File: config.mk
export PLATFORM = sky130hd
export DESIGN_NAME = inc_conditioner
export DESIGN_NICKNAME = d
export VERILOG_FILES = /design/src/rtl/inc_cond_pkg.sv /design/src/rtl/sync_debounce.sv /design/src/rtl/inc_conditioner.sv
export SDC_FILE = /design/constraint.sdc
export NUM_CORES = 1
export LEC_CHECK = 0
export ABC_AREA = 1
export CAP_MARGIN = 20
export CORE_UTILIZATION = 55
export CTS_BUF_LIST = sky130_fd_sc_hd__clkbuf_16
export DETAILED_ROUTE_END_ITERATION = 10
export PLACE_DENSITY = 0.73
export SLEW_MARGIN = 40
export SYNTH_ARGS = -nofsm -noshare
export SYNTH_HDL_FRONTEND = slang
export SYNTH_SLANG_ARGS = --single-unit
File: constraint.sdc
create_clock -name clk -period 1.58 [get_ports clk]
set_input_delay 0.158 -clock clk [delete_from_list [all_inputs] [get_ports clk]]
set_output_delay 0.158 -clock clk [all_outputs]
set_load 0.05 [all_outputs]
File: src/rtl/inc_cond_pkg.sv
// Shared definitions for the increment-pulse conditioner: repeat FSM state
// encoding and a counter-width helper.
package inc_cond_pkg;

    localparam logic [1:0] ST_IDLE   = 2'd0;
    localparam logic [1:0] ST_DELAY  = 2'd1;
    localparam logic [1:0] ST_REPEAT = 2'd2;

    // Bits needed for a counter that runs 0 .. n-1 (at least one bit).
    function automatic int cnt_w(input int n);
        return (n > 2) ? $clog2(n) : 1;
    endfunction

endpackage

File: src/rtl/sync_debounce.sv
// Button synchroniser and debouncer. level/rise present the debounced level and
// its rising strobe as they will be after the next edge, so a consumer can
// register them in step with its own state.
module sync_debounce
    import inc_cond_pkg::*;
#(
    parameter int SYNC_STAGES = 2,
    parameter int DB_CNT      = 16
) (
    input  logic clk,
    input  logic rst_n,
    input  logic din,
    output logic level,
    output logic rise
);

    localparam int DB_W = cnt_w(DB_CNT);

    logic [SYNC_STAGES-1:0] sync_q;
    logic [DB_W-1:0]        db_cnt;
    logic                   level_q;
    logic                   s;
    logic                   flip;

    assign s    = sync_q[SYNC_STAGES-1];
    assign flip = (s != level_q) && (db_cnt == DB_W'(DB_CNT - 1));

    always_ff @(posedge clk or negedge rst_n) begin
        if (!rst_n) begin
            sync_q  <= '0;
            db_cnt  <= '0;
            level_q <= 1'b0;
        end else begin
            sync_q <= {sync_q[SYNC_STAGES-2:0], din};
            // Any agreeing sample restarts the run of differing samples.
            if ((s == level_q) || flip) begin
                db_cnt <= '0;
            end else begin
                db_cnt <= db_cnt + DB_W'(1);
            end
            if (flip) begin
                level_q <= s;
            end
        end
    end

    assign level = level_q ^ flip;
    assign rise  = flip & ~level_q;

endmodule

File: src/rtl/inc_conditioner.sv
// Push-button to counter.inc conditioner: debounced press pulse plus optional
// auto-repeat (first repeat after REPEAT_DELAY, then every REPEAT_RATE).
module inc_conditioner
    import inc_cond_pkg::*;
#(
    parameter int SYNC_STAGES  = 2,
    parameter int DB_CNT       = 16,
    parameter int REPEAT_DELAY = 64,
    parameter int REPEAT_RATE  = 16
) (
    input  logic clk,
    input  logic rst_n,
    input  logic btn_in,
    input  logic repeat_en,
    output logic inc_pulse,
    output logic btn_level,
    output logic repeating
);

    localparam int REP_MAX = (REPEAT_DELAY > REPEAT_RATE) ? REPEAT_DELAY : REPEAT_RATE;
    localparam int REP_W   = cnt_w(REP_MAX);

    logic             level_nxt;
    logic             press;
    logic             release_ev;
    logic             term;
    logic [1:0]       state;
    logic [REP_W-1:0] rep_cnt;

    sync_debounce #(
        .SYNC_STAGES(SYNC_STAGES),
        .DB_CNT     (DB_CNT)
    ) u_sync_debounce (
        .clk  (clk),
        .rst_n(rst_n),
        .din  (btn_in),
        .level(level_nxt),
        .rise (press)
    );

    assign release_ev = btn_level & ~level_nxt;
    assign term = ((state == ST_DELAY)  && (rep_cnt == REP_W'(REPEAT_DELAY - 1))) ||
                  ((state == ST_REPEAT) && (rep_cnt == REP_W'(REPEAT_RATE - 1)));

    always_ff @(posedge clk or negedge rst_n) begin
        if (!rst_n) begin
            state     <= ST_IDLE;
            rep_cnt   <= '0;
            inc_pulse <= 1'b0;
            btn_level <= 1'b0;
            repeating <= 1'b0;
        end else begin
            btn_level <= level_nxt;
            inc_pulse <= 1'b0;
            case (state)
                ST_IDLE: begin
                    rep_cnt   <= '0;
                    repeating <= 1'b0;
                    if (press) begin
                        inc_pulse <= 1'b1;
                        if (repeat_en) begin
                            state <= ST_DELAY;
                        end
                    end
                end
                ST_DELAY, ST_REPEAT: begin
                    // Release or disable wins over a coincident terminal count.
                    if (release_ev || !repeat_en) begin
                        state     <= ST_IDLE;
                        rep_cnt   <= '0;
                        repeating <= 1'b0;
                    end else if (term) begin
                        inc_pulse <= 1'b1;
                        state     <= ST_REPEAT;
                        rep_cnt   <= '0;
                        repeating <= 1'b1;
                    end else begin
                        rep_cnt <= rep_cnt + REP_W'(1);
                    end
                end
                default: begin
                    state     <= ST_IDLE;
                    rep_cnt   <= '0;
                    repeating <= 1'b0;
                end
            endcase
        end
    end

endmodule
==> results.cfg, run 1 <==
[global_route]
grt_pass1_vias = 610
grt_pass1_wl_um = 2500
grt-ovfl-total = 0
grtUsageTotal_pct = 19.5
grt_max_degree = 19
antenna_found_initial = 0

[pwr]
p_total_w = 0.00123
vdd_ir_drop_max_uv = 794
cellPowerDensity_nw_per_um2 = 1160
leakage_nw = 0.535

[cells_and_area]
n_antenna_cell = 0
fin_cells = 121
fillers = 114
fin_nets = 117
layout-drive-gt1-share_pct = 20.0
synthToLayoutAreaGrowth_pct = 17.2

[sta]
hold_violations = 0
tightest_slew_ns = 0.222
slew_headroom_pct = 85.2
drv_slew = 0
fmax_ghz = 0.696
setup_viol = 0
period_minus_slack_ns = 1.44
rsz0062_at_grt = false
skew_ns = 0.00158
fin_crit_sh_pct = 90.9
tns_ns = 0

[setup_path]
r2r_slack_ns = 0.14
rr_startpoint = rep_cnt[0]
cp.required_ns = 1.71
cp.arrival_ns = 1.57
regToRegEndpoint = state[0]
cp-startpoint = rep_cnt[0]
crit_path_max_fanout = 7
r2r.worst_path.cells = 7
end_kind = register
worstSetupPathType = reg -> reg
start_kind = register

[synthesis]
synth_seq_area_share_pct = 50.1
synthTopCellsByCount = 18 x dfrtp_1, 17 x nand2_1, 14 x inv_1, 14 x nor2_1, 6 x ha_1
synth.distinct_cells = 19
synth.area.top_cells = dfrtp_1 50%, ha_1 8.3%, nand2_1 7.1%, inv_1 5.8%, nor2_1 5.8%
ys_async_sr_fraction_pct = 100
yosys.area.top_type_share_pct = 50.1
netlist_area_um2 = 900
synth_warnings = 0
yosys.area.top_type = dfrtp_1
synth.avg_cell_area_um2 = 9.47
synth-seq-cells = 18
yosysMostFrequentCell = dfrtp_1
synth_cells = 95
synth_edf_count = 0
syn_nets = 105
synth_ff_type = dfrtp_1

[floorplan]
core-area_um2 = 1520
rows = 14
initial_core_util_pct = 59.0
die_x_um = 42.4
fp.dieH_um = 42.4
die_area_um2 = 1800
io_pins = 7

[clock_tree]
cts_buffer_depth = 2
cts_tree = built
clkLatencyLatePin_ns = 0.24
clkTransAtPathRegs_ns = 0.05
cts_hold_buf = 0
h-tree-depth = 1
post_cts_buffers = 0
root_buffer = clkbuf_16
cts.sinks = 18
numCtsBuffers = 3
cts_resized = 0

[route]
drc = 0
drtPass1Iterations = 4
drtIter0Drc = 8
ant_nets = 0
wl_per_cell_um = 12.0
routed_wl_um = 1460
via_per_inst = 5.08
vias = 615

[worst_hold_path]
hold_path.class = in -> async

[placement]
dpl.hpwl_um = 1050
dp_cells = 118
gp_congestion = 0.882
port-buffer-count = 6

[run_status]
outcome = completed

[flow_run]
max_cap_violations = 0
-- sequential cells by signal, indices dropped and copies added, names as in the netlist --
| register | count |
|---|---|
| rep_cnt | 6 |
| btn_level | 1 |
| u_sync_debounce.level_q | 1 |
| u_sync_debounce.sync_q | 2 |
| inc_pulse | 1 |
| u_sync_debounce.db_cnt | 4 |
| state | 2 |
| repeating | 1 |
-- stage by stage --
| stage | cell area, um^2 | hold WS [ns] | worst slack (ns) | util (%) |
|---|---|---|---|---|
| 6_report | 1050 | 0.242 | 0.143 | 69.2 |
| 5_1_grt | 1050 | 0.273 | 0.0673 | 69.2 |
| 4_1_cts | 1050 | 0.251 | 0.143 | 69.2 |
| 3_5_place_dp | 980 | 0.338 | 0.167 | 64.3 |
| 3_3_place_gp | 980 | 0.336 | 0.176 | 64.3 |
| 2_1_floorplan | 900 | -0.138 | 0.310 | - |
-- worst max-delay path by stage --
stage                          end  slack, ns
after floorplan           state[0]       0.31
after global routing      state[0]       0.07
final                     state[0]       0.14
after CTS                 state[0]       0.14
after detailed placement  state[0]       0.17
after global placement    state[0]       0.18
-- routing by layer --
layer	part of all wire, %	track usage, %	up-vias
met5	0	0	-
met2	50	31.4	10
met1	44	21.6	284
met3	3.7	7.33	4
met4	1.8	11.9	0
li1	-	-	317
-- worst max-delay path, cell delays in order, from the launching register on --
cell      delay, ns
dfrtp_1        0.41
ha_1           0.25
nand2_2        0.09
nor2_2         0.05
nand3b_1       0.17
nand4_4        0.19
nand3_1        0.12
nand2_1        0.06
-- layout make-up --
| cell class | count | area [um^2] | share of cell area [%] |
|---|---|---|---|
| flip-flops and latches | 18 | 450 | 42.7 |
| multi-input cells | 62 | 393 | 37.2 |
| clock buffers | 3 | 75.1 | 7.12 |
| repair buffers | 7 | 60.1 | 5.69 |
| inverters | 15 | 56.3 | 5.34 |
| well taps | 16 | 20.0 | 1.90 |
-- report_power, final --
group          internal [W]  leakage, nW  switching (W)
registers          0.000495        0.242      0.0000340
clock network      0.000332       0.0370       0.000156
logic             0.0000851        0.256       0.000124
total              0.000912        0.535       0.000314
-- placed cells by master, fill, tap and decap left out --
master	count
dfrtp_1	18
nand2_1	17
inv_1	14
nor2_1	14
ha_1	6
nand3_1	5
nand2_2	4
buf_4	4
nor3_2	3
xor2_1	3
clkbuf_16	3
clkdlybuf4s50_1	3
nand3_2	2
nand4_1	1
nor2_2	1
nand3b_1	1
nand4_4	1
inv_2	1
a21oi_2	1
xnor2_1	1
o21ai_1	1
o21bai_2	1
-- cells by family after synthesis --
family | count (synthesis) | share of synthesized area [%]
AO/OA/AOI/OAI | 3 | 2.78
XOR/XNOR | 4 | 3.90
adder cells (fa/ha/maj) | 6 | 8.34
buffers and inverters | 15 | 6.26
flip-flops | 18 | 50.1
AND/OR/NAND/NOR | 49 | 28.7
No activity file was read; power rests on OpenSTA's default activity.
==> run 2: changes to the inputs <==
--- a/config.mk
+++ b/config.mk
@@ -11,6 +11,7 @@
 export CTS_BUF_LIST = sky130_fd_sc_hd__clkbuf_16
 export DETAILED_ROUTE_END_ITERATION = 10
 export PLACE_DENSITY = 0.73
+export REMOVE_ABC_BUFFERS = 1
 export SLEW_MARGIN = 40
 export SYNTH_ARGS = -nofsm -noshare
 export SYNTH_HDL_FRONTEND = slang
==> results of run 2 <==
The final DEF is identical to that of run 1; final timing and power are the same.
==> run 3: changes to the inputs <==
--- a/config.mk
+++ b/config.mk
@@ -12,6 +12,7 @@
 export DETAILED_ROUTE_END_ITERATION = 10
 export PLACE_DENSITY = 0.73
 export REMOVE_ABC_BUFFERS = 1
+export SKIP_LAST_GASP = 1
 export SLEW_MARGIN = 40
 export SYNTH_ARGS = -nofsm -noshare
 export SYNTH_HDL_FRONTEND = slang
==> results of run 3 <==
The final DEF is identical to that of run 1; final timing and power are the same.
